$ cat src/rtl/book_digit_loader_if.sv
// Update handshake and frame-buffer write port for book_digit_loader.
// The slave modport is the loader; the master modport is the upstream/frame-buffer side.
interface book_digit_loader_if #(
    parameter int VALUE_W = 32
);
    logic               upd_valid;
    logic               upd_ready;
    logic               upd_row;
    logic [VALUE_W-1:0] upd_value;
    logic               fb_we;
    logic               fb_row;
    logic [3:0]         fb_col;
    logic [5:0]         fb_data;
    logic               busy;
    logic               done;

    modport master (
        output upd_valid, upd_row, upd_value,
        input  upd_ready, fb_we, fb_row, fb_col, fb_data, busy, done
    );

    modport slave (
        input  upd_valid, upd_row, upd_value,
        output upd_ready, fb_we, fb_row, fb_col, fb_data, busy, done
    );
endinterface

$ cat src/rtl/book_digit_loader.sv
// Binary-to-decimal glyph loader for the order-book frame buffer (double-dabble, MSD first).
// Optional macro LEADING_ZERO_BLANK_EN blanks zeros left of the most significant nonzero digit.
module book_digit_loader #(
    parameter int VALUE_W     = 32,
    parameter int NUM_DIGITS  = 10,
    parameter int BLANK_GLYPH = 10,
    parameter int ERR_GLYPH   = 11
) (
    input  logic               clk,
    input  logic               reset_n,
    book_digit_loader_if.slave bus
);

    localparam int BCD_W = NUM_DIGITS * 4;
    localparam int CNT_W = (VALUE_W > 1) ? $clog2(VALUE_W) : 1;
    localparam logic [CNT_W-1:0] CNT_LAST = CNT_W'(VALUE_W - 1);
    localparam logic [3:0]       COL_LAST = 4'(NUM_DIGITS - 1);

    typedef enum logic [1:0] {IDLE, CONVERT, WRITE, DONE} state_t;

    state_t             state_r;
    state_t             state_next;
    logic               row_r;
    logic [VALUE_W-1:0] value_sr_r;
    logic [BCD_W-1:0]   bcd_r;
    logic               ovf_r;
    logic [CNT_W-1:0]   cnt_r;
    logic [3:0]         col_r;
    logic               fb_we_r;
    logic [5:0]         fb_data_r;
    logic               busy_r;
    logic               done_r;

    logic [BCD_W-1:0]   bcd_adj_s;
    logic [BCD_W-1:0]   bcd_shift_s;
    logic               carry_s;
    logic [BCD_W-1:0]   src_bcd_s;
    logic               src_ovf_s;
    logic [3:0]         next_col_s;
    logic [3:0]         digit_s;
    logic               blank_s;
    logic [5:0]         glyph_s;
`ifdef LEADING_ZERO_BLANK_EN
    logic               seen_r;
    logic               seen_in_s;
    logic               nonzero_s;
`endif

    // Add 3 to every nibble that is 5 or more, ahead of the left shift.
    function automatic logic [BCD_W-1:0] dabble_adjust(input logic [BCD_W-1:0] bcd);
        logic [BCD_W-1:0] res;
        res = bcd;
        for (int i = 0; i < NUM_DIGITS; i++) begin
            res[i*4 +: 4] = (bcd[i*4 +: 4] >= 4'd5) ? (bcd[i*4 +: 4] + 4'd3) : bcd[i*4 +: 4];
        end
        return res;
    endfunction

    // Column 0 is the most significant nibble of the BCD register.
    function automatic logic [3:0] digit_at(input logic [BCD_W-1:0] bcd, input logic [3:0] col);
        int idx;
        if (int'(col) < NUM_DIGITS) begin
            idx = NUM_DIGITS - 1 - int'(col);
        end else begin
            idx = 0;
        end
        return bcd[idx*4 +: 4];
    endfunction

    function automatic logic [5:0] glyph_of(input logic [3:0] digit, input logic ovf, input logic blank);
        logic [5:0] g;
        if (ovf) begin
            g = 6'(ERR_GLYPH);
        end else if (blank) begin
            g = 6'(BLANK_GLYPH);
        end else begin
            g = {2'b00, digit};
        end
        return g;
    endfunction

    // Next-state logic for the load sequence.
    always_comb begin
        state_next = state_r;
        case (state_r)
            IDLE:    if (bus.upd_valid)       state_next = CONVERT; else state_next = IDLE;
            CONVERT: if (cnt_r == CNT_LAST)   state_next = WRITE;   else state_next = CONVERT;
            WRITE:   if (col_r == COL_LAST)   state_next = DONE;    else state_next = WRITE;
            DONE:    state_next = IDLE;
            default: state_next = IDLE;
        endcase
    end

    // Shift step and glyph for the column written on the following cycle.
    always_comb begin
        bcd_adj_s   = dabble_adjust(bcd_r);
        bcd_shift_s = {bcd_adj_s[BCD_W-2:0], value_sr_r[VALUE_W-1]};
        carry_s     = bcd_adj_s[BCD_W-1];
        // On the last conversion cycle the glyph comes from the post-shift value.
        if (state_r == CONVERT) begin
            src_bcd_s  = bcd_shift_s;
            src_ovf_s  = ovf_r | carry_s;
            next_col_s = 4'd0;
        end else begin
            src_bcd_s  = bcd_r;
            src_ovf_s  = ovf_r;
            next_col_s = col_r + 4'd1;
        end
        digit_s = digit_at(src_bcd_s, next_col_s);
`ifdef LEADING_ZERO_BLANK_EN
        seen_in_s = (state_r == CONVERT) ? 1'b0 : seen_r;
        nonzero_s = (digit_s != 4'd0);
        blank_s   = !seen_in_s && !nonzero_s && (next_col_s != COL_LAST);
`else
        blank_s   = 1'b0;
`endif
        glyph_s = glyph_of(digit_s, src_ovf_s, blank_s);
    end

    // State, datapath and registered outputs.
    always_ff @(posedge clk) begin
        if (!reset_n) begin
            state_r    <= IDLE;
            row_r      <= 1'b0;
            value_sr_r <= '0;
            bcd_r      <= '0;
            ovf_r      <= 1'b0;
            cnt_r      <= '0;
            col_r      <= 4'd0;
            fb_we_r    <= 1'b0;
            fb_data_r  <= 6'd0;
            busy_r     <= 1'b0;
            done_r     <= 1'b0;
`ifdef LEADING_ZERO_BLANK_EN
            seen_r     <= 1'b0;
`endif
        end else begin
            state_r <= state_next;
            busy_r  <= (state_next != IDLE);
            done_r  <= (state_next == DONE);
            fb_we_r <= (state_next == WRITE);
            case (state_r)
                IDLE: begin
                    if (bus.upd_valid) begin
                        row_r      <= bus.upd_row;
                        value_sr_r <= bus.upd_value;
                        bcd_r      <= '0;
                        ovf_r      <= 1'b0;
                        cnt_r      <= '0;
                    end
                end
                CONVERT: begin
                    bcd_r      <= bcd_shift_s;
                    value_sr_r <= {value_sr_r[VALUE_W-2:0], 1'b0};
                    ovf_r      <= ovf_r | carry_s;
                    cnt_r      <= cnt_r + CNT_W'(1);
                end
                default: begin
                end
            endcase
            if (state_next == WRITE) begin
                col_r     <= next_col_s;
                fb_data_r <= glyph_s;
`ifdef LEADING_ZERO_BLANK_EN
                seen_r    <= seen_in_s | nonzero_s;
`endif
            end
        end
    end

    assign bus.upd_ready = (state_r == IDLE);
    assign bus.fb_we     = fb_we_r;
    assign bus.fb_row    = row_r;
    assign bus.fb_col    = col_r;
    assign bus.fb_data   = fb_data_r;
    assign bus.busy      = busy_r;
    assign bus.done      = done_r;

endmodule

$ cat src/flat_wrapper.sv
// flat-port wrapper written by rule: the top's interface ports become plain ports
module book_digit_loader_flat 
#(
    parameter int VALUE_W     = 32,
    parameter int NUM_DIGITS  = 10,
    parameter int BLANK_GLYPH = 10,
    parameter int ERR_GLYPH   = 11
)
  (clk, reset_n, bus_upd_valid, bus_upd_row, bus_upd_value, bus_upd_ready, bus_fb_we, bus_fb_row, bus_fb_col, bus_fb_data, bus_busy, bus_done);
  book_digit_loader_if #(.VALUE_W(VALUE_W)) bus_i ();
  input  logic clk;
  input  logic reset_n;
  input wire logic [$bits(bus_i.upd_valid)-1:0] bus_upd_valid;
  input wire logic [$bits(bus_i.upd_row)-1:0] bus_upd_row;
  input wire logic [$bits(bus_i.upd_value)-1:0] bus_upd_value;
  output wire logic [$bits(bus_i.upd_ready)-1:0] bus_upd_ready;
  output wire logic [$bits(bus_i.fb_we)-1:0] bus_fb_we;
  output wire logic [$bits(bus_i.fb_row)-1:0] bus_fb_row;
  output wire logic [$bits(bus_i.fb_col)-1:0] bus_fb_col;
  output wire logic [$bits(bus_i.fb_data)-1:0] bus_fb_data;
  output wire logic [$bits(bus_i.busy)-1:0] bus_busy;
  output wire logic [$bits(bus_i.done)-1:0] bus_done;
  assign bus_i.upd_valid = bus_upd_valid;
  assign bus_i.upd_row = bus_upd_row;
  assign bus_i.upd_value = bus_upd_value;
  assign bus_upd_ready = bus_i.upd_ready;
  assign bus_fb_we = bus_i.fb_we;
  assign bus_fb_row = bus_i.fb_row;
  assign bus_fb_col = bus_i.fb_col;
  assign bus_fb_data = bus_i.fb_data;
  assign bus_busy = bus_i.busy;
  assign bus_done = bus_i.done;
  book_digit_loader #(.VALUE_W(VALUE_W), .NUM_DIGITS(NUM_DIGITS), .BLANK_GLYPH(BLANK_GLYPH), .ERR_GLYPH(ERR_GLYPH)) u_core (.clk(clk), .reset_n(reset_n), .bus(bus_i));
endmodule
$ cat config.mk
export PLATFORM = sky130hd
export DESIGN_NAME = book_digit_loader_flat
export DESIGN_NICKNAME = d
export VERILOG_FILES = /design/src/rtl/book_digit_loader_if.sv /design/src/rtl/book_digit_loader.sv /design/src/flat_wrapper.sv
export SDC_FILE = /design/constraint.sdc
export NUM_CORES = 1
export LEC_CHECK = 0
export ABC_AREA = 1
export BUFFER_PORTS_ARGS = -buffer_cell sky130_fd_sc_hd__clkbuf_2
export CAP_MARGIN = 10
export CORE_ASPECT_RATIO = 0.75
export CORE_UTILIZATION = 35
export DETAILED_ROUTE_END_ITERATION = 8
export PLACE_DENSITY = 0.52
export SYNTH_ARGS = -nofsm -noshare
export SYNTH_HDL_FRONTEND = slang
export SYNTH_SLANG_ARGS = --single-unit
$ cat constraint.sdc
create_clock -name clk -period 2.2 [get_ports clk]
set_input_delay 0.33 -clock clk [delete_from_list [all_inputs] [get_ports clk]]
set_output_delay 0.33 -clock clk [all_outputs]
set_load 0.1 [all_outputs]
* Word level (Yosys, flattened, before mapping)
Cells that the tools add are included.
** Storage, ports and cells
- Bits in registers :: 94
- Output and inout bits :: 15
** Cells by class
- Add/subtract/negate cells :: 13
- $lt $le $gt $ge :: 11
- Equality and inequality tests :: 8
- Shift-type cells :: 1
- Muxes and demuxes :: 27
- Bitwise operators :: 1
- Reductions and logical operators :: 5
** Operators by type and width (number)
- $mux W40 :: 2
- $pmux W40 S2 :: 1
- $pmux W32 S2 :: 1
- $mux W4 :: 12
- $add A4 B2 Y4 const B :: 10
- $ge A4 B3 Y1 const B :: 10
- $shiftx A40 B32 Y4 :: 1
- $mux W32 :: 1
- $mux W30 :: 1
- $pmux W5 S2 :: 1
- $eq A2 B2 Y1 const B :: 4
- $pmux W2 S4 :: 1
- $add A5 B1 Y5 const B :: 1
- $eq A5 B5 Y1 const B :: 1
- $mux W5 :: 1
- $sub A4 B4 Y5 const A :: 1
- $add A4 B1 Y4 const B :: 1
- $eq A4 B4 Y1 const B :: 1
- $lt A4 B4 Y1 const B :: 1
- $mux W1 :: 4
- $reduce_and A2 Y1 :: 2
- $reduce_bool A2 Y1 :: 2
- $eq A2 B1 Y1 const B :: 1
- $logic_not A2 Y1 :: 1
- 4 further kinds :: 4

* Longest topological paths before layout
- Depth after elaboration :: 6
- Mapped depth :: 15

* Worst setup path after synthesis
No wires, ideal clock.
- Path kind :: reg2reg
- Start :: reg u_core.state_r[0]
- End :: reg u_core.fb_data_r[3] (netlist: u_core.bus.fb_data[3])
- Arrival :: 2566 ps
- Data required time :: 2081 ps
- Slack :: -486 ps
- Cell stages (with the launch flop) :: 10
- Clock period less this slack :: 2686 ps
- Cells stage by stage :: dfxtp_1 nor2_1 nand2_1 inv_1 nor2_1 nand2_1 inv_1 buf_2 o21ai_0 nor2_1
** On the way
- Elaborated cells on any way between the ends :: 14
** RTL lines
- start: declaration :: RTL line book_digit_loader.sv:21 : state_t state_r;
- start signal: assignment :: RTL line book_digit_loader.sv:138 : state_r <= state_next;
- $logic_not A2 Y1
- net bus_upd_ready :: RTL line flat_wrapper.sv:16 : output wire logic [$bits(bus_i.upd_ready)-1:0] bus_upd_ready;
- $pmux W2 S4 :: RTL line book_digit_loader.sv:85 : case (state_r)
- $eq A2 B2 Y1 :: RTL line book_digit_loader.sv:161 : if (state_next == WRITE) begin
- end signal: assignment :: RTL line book_digit_loader.sv:163 : fb_data_r <= glyph_s;
- end: declaration :: RTL line book_digit_loader.sv:30 : logic [5:0] fb_data_r;
The timed path passes the listed nets, and every way through them passes these cells.
A chain may end at the register's enable or synchronous reset.

* Worst setup path after layout
- Start :: reg u_core.col_r[1] (netlist: u_core.bus.fb_col[1])
- End :: reg u_core.fb_data_r[2] (netlist: u_core.bus.fb_data[2])
** On the way
- Longest elaborated chain between the ends :: 6
- Elaborated cells on any way between the ends :: 11
** Ends and longest elaborated chain
- start: declaration :: RTL line book_digit_loader.sv:28 : logic [3:0] col_r;
- start signal: assignment :: RTL line book_digit_loader.sv:162 : col_r <= next_col_s;
- $add A4 B1 Y4 :: RTL line book_digit_loader.sv:107 : next_col_s = col_r + 4'd1;
- $mux W4 :: RTL line book_digit_loader.sv:100 : if (state_r == CONVERT) begin
- $sub A4 B4 Y5 or $lt A4 B4 Y1 (tied branches) :: RTL line book_digit_loader.sv:63, book_digit_loader.sv:62
- $mux W30 :: RTL line book_digit_loader.sv:62 : if (int'(col) < NUM_DIGITS) begin
- $shiftx A40 B32 Y4 :: RTL line book_digit_loader.sv:67 : return bcd[idx*4 +: 4];
- $mux W4 :: RTL line book_digit_loader.sv:72 : if (ovf) begin
Several ways; a longest one is shown, not always the timed one.

==> metrics.yaml <==
worst_hold_path:
  worstHoldPathType: "in2reg"
synthesis:
  synthTopCellsByArea: "dfxtp_1 35%, nand2_1 13%, o21ai_0 8.6%"
  ys_types: 34
  synth_flop_cell: "dfxtp_1"
  yosys_register_bits: 92
  yosysWarnings: 0
  syn_area_um2: 5235
  yosysSeqAreaShare_pct: 35.18
  synthesis.instances: 759
  synth-edff-count: 0
  syn_area_per_cell_um2: 6.897
  yosys.area.top_type_share_pct: 35.18
  synth.largest_area_cell: "dfxtp_1"
  async_flop_share_pct: 0
cells_and_area:
  layout_common_cells: "187 x nand2_1, 88 x o21ai_0, 88 x dfxtp_1, 75 x a21oi_1, 63 x inv_1"
  antenna_cells: 0
  final_common_cell: "nand2_1"
  synthToLayoutAreaGrowth_pct: 14.29
  final_net_count: 857
  drive_gt1_share_pct: 14.11
floorplan:
  die-area_um2: 15460
  core.rowCount: 38
  core_um2: 14550
  die_h_um: 107.9
  pin_count: 51
  start_util_pct: 35.98
  die_w_um: 143.2
setup_path:
  cp_cell_sequence: "inv_1, ha_1, inv_1, nand2_4, ha_4, nand2_2, inv_2, nor2_4, nand3_1, nand3_1, nand2_1, nand2_1, a21oi_1"
  critical-path-slowest-cell: "dfxtp_4"
  critPathCaptureType: "flip-flop"
  crit_fanout: 7
  crit_arrival_ns: 2.26
  crit_type: "reg2reg"
  start_kind: "flip-flop"
  crit_required_ns: 2.43
  cp_slowest_stage_delay_ns: 0.37
sta:
  setup_slack_ns: 0.1752
  hold_viol: 0
  slew_headroom_pct: 62.49
  worst_pin_slew_ns: 0.5650
  setup-violations-final: 0
  finalCritPeriodShare_pct: 92.04
  finalClockSkew_ns: 0.007653
  finalSetupTns_ns: 0
  period_needed_ns: 2.025
  drv_slew: 0
  max_freq_mhz: 493.9
  rsz0062_at_grt: "false"
placement:
  place_congestion: 0.9198
  post-place-ws_ns: 0.1320
  dp_hpwl_mm: 9.725
  portBuffers: 48
clock_network:
  h-tree-depth: 3
  cts_tree: "built"
  cts_max_path_buffers: 2
  cts_buffers: 9
  cts.sinks: 92
  path_clk_slew_ns: 0.07
  cts_hold_buffers: 0
  cts_root_buffer: "clkbuf_16"
  clk_latency_ns: 0.35
global_routing:
  grt_usage_pct: 18.38
  gr-total-overflow: 0
  antenna_found_initial: 0
  grt_start_max_net_pins: 64
  grt_pass1_vias: 4537
  grt_pass1_wl_mm: 22.34
flow_run:
  maxCapViolations: 0
drt:
  drcViolationCount: 0
  via_per_inst: 5.111
  postRouteAntennaNets: 0
  routed_wl_mm: 13.50
  drt_iter0_markers: 356
  vias: 5116
  firstDrtPassIters: 6
  routedWlPerCell_um: 13.48
power:
  vdd_drop_max_v: 0.0003464
  p_leak_nw: 2.435
  power.density_nw_per_um2: 622.4
status:
  outcome: "completed"
cell type report:
cell class	count	area (µm²)
clock buffer	10	229.0
clock inverter	6	47.55
fill	1520	8566
inverter	68	255.2
multi-input combinational	559	2945
sequential	92	1852
tap	200	250.2
timing repair buffer	66	404.1
worst max-delay path, delay by kind of cell (launching register included):
family,cells,cell delay [ns]
simple gates,7,0.69
fa+ha+maj,2,0.54
flops,1,0.37
buf+inv,3,0.25
compound gates,1,0.06
synthesized netlist by cell type (all sizes together), types with 5 or more instances:
cell	n
dfxtp	92
a21oi	76
inv	68
a31oi	35
buf	23
o21ai	90
nand3	51
clkbuf	18
nand4	18
nor2	37
o211ai	11
nand2	196
ha	25
or2	5
sequential cells by signal, summed over array words and instances, names as in the netlist, 2 cells and up:
| signal | count |
|---|---|
| u_core.bus.fb_data | 4 |
| u_core.state_r | 2 |
| u_core.value_sr_r | 32 |
| u_core.cnt_r | 5 |
| u_core.bcd_r | 40 |
| u_core.bus.fb_col | 4 |
stage by stage:
step	std cells	hold WS, ns	total power [mW]	instance area (µm²)	utilization [%]
final	1001	0.2252	3.724	5983	41.12
after global routing	1001	0.2168	3.913	5983	41.12
after CTS	1000	0.2116	3.784	5957	40.94
after detailed placement	984	0.4525	2.291	5680	39.04
after global placement	984	0.4507	2.283	5680	39.04
after floorplan	760	0.4401	2.160	5251	-
timing repair:
action                     CTS  global route
buffers inserted             0             1
setup endpoints to repair    0             4
gates resized for setup      0             5
where the power goes:
part	internal [mW]	leakage [nW]	switching (mW)
sequential	1.74	0.753	0.0377
clock	0.775	0.130	0.690
combinational	0.147	1.55	0.335
per-layer routing:
metal | vias to the layer above | global-route usage (%) | share of wire (%)
li1 | 2643 | - | -
met1 | 2331 | 26.89 | 53
met2 | 135 | 26.45 | 42
met3 | 7 | 4.715 | 4.8
met4 | 0 | 4.635 | 0.61
met5 | - | 0 | 0
kinds of logic (layout without fill, tap and decap cells):
group,count (synthesis),in the layout,share of synthesized area (%)
simple gates,311,311,26.55
compound gates,217,217,22.59
buf+inv,109,150,8.963
flops,92,92,35.18
fa+ha+maj,25,25,5.975
xor+xnor,4,4,0.6691
other cells,1,2,0.07163
worst paths after layout:
path	from	to	slack, ns	cells after the start
hold / removal	bus_upd_value[21]	u_core.value_sr_r[21]$_SDFFE_PN0P_	0.23	3
setup reg to reg	u_core.bus.fb_col[1]$_SDFFE_PN0P_	u_core.bus.fb_data[2]$_SDFFE_PN0P_	0.18	13
setup / recovery	u_core.bus.fb_col[1]$_SDFFE_PN0P_	u_core.bus.fb_data[2]$_SDFFE_PN0P_	0.18	13
hold reg to reg	u_core.bcd_r[3]$_SDFFE_PN0P_	u_core.bcd_r[3]$_SDFFE_PN0P_	0.46	2
(Power assumes the default switching activity.)
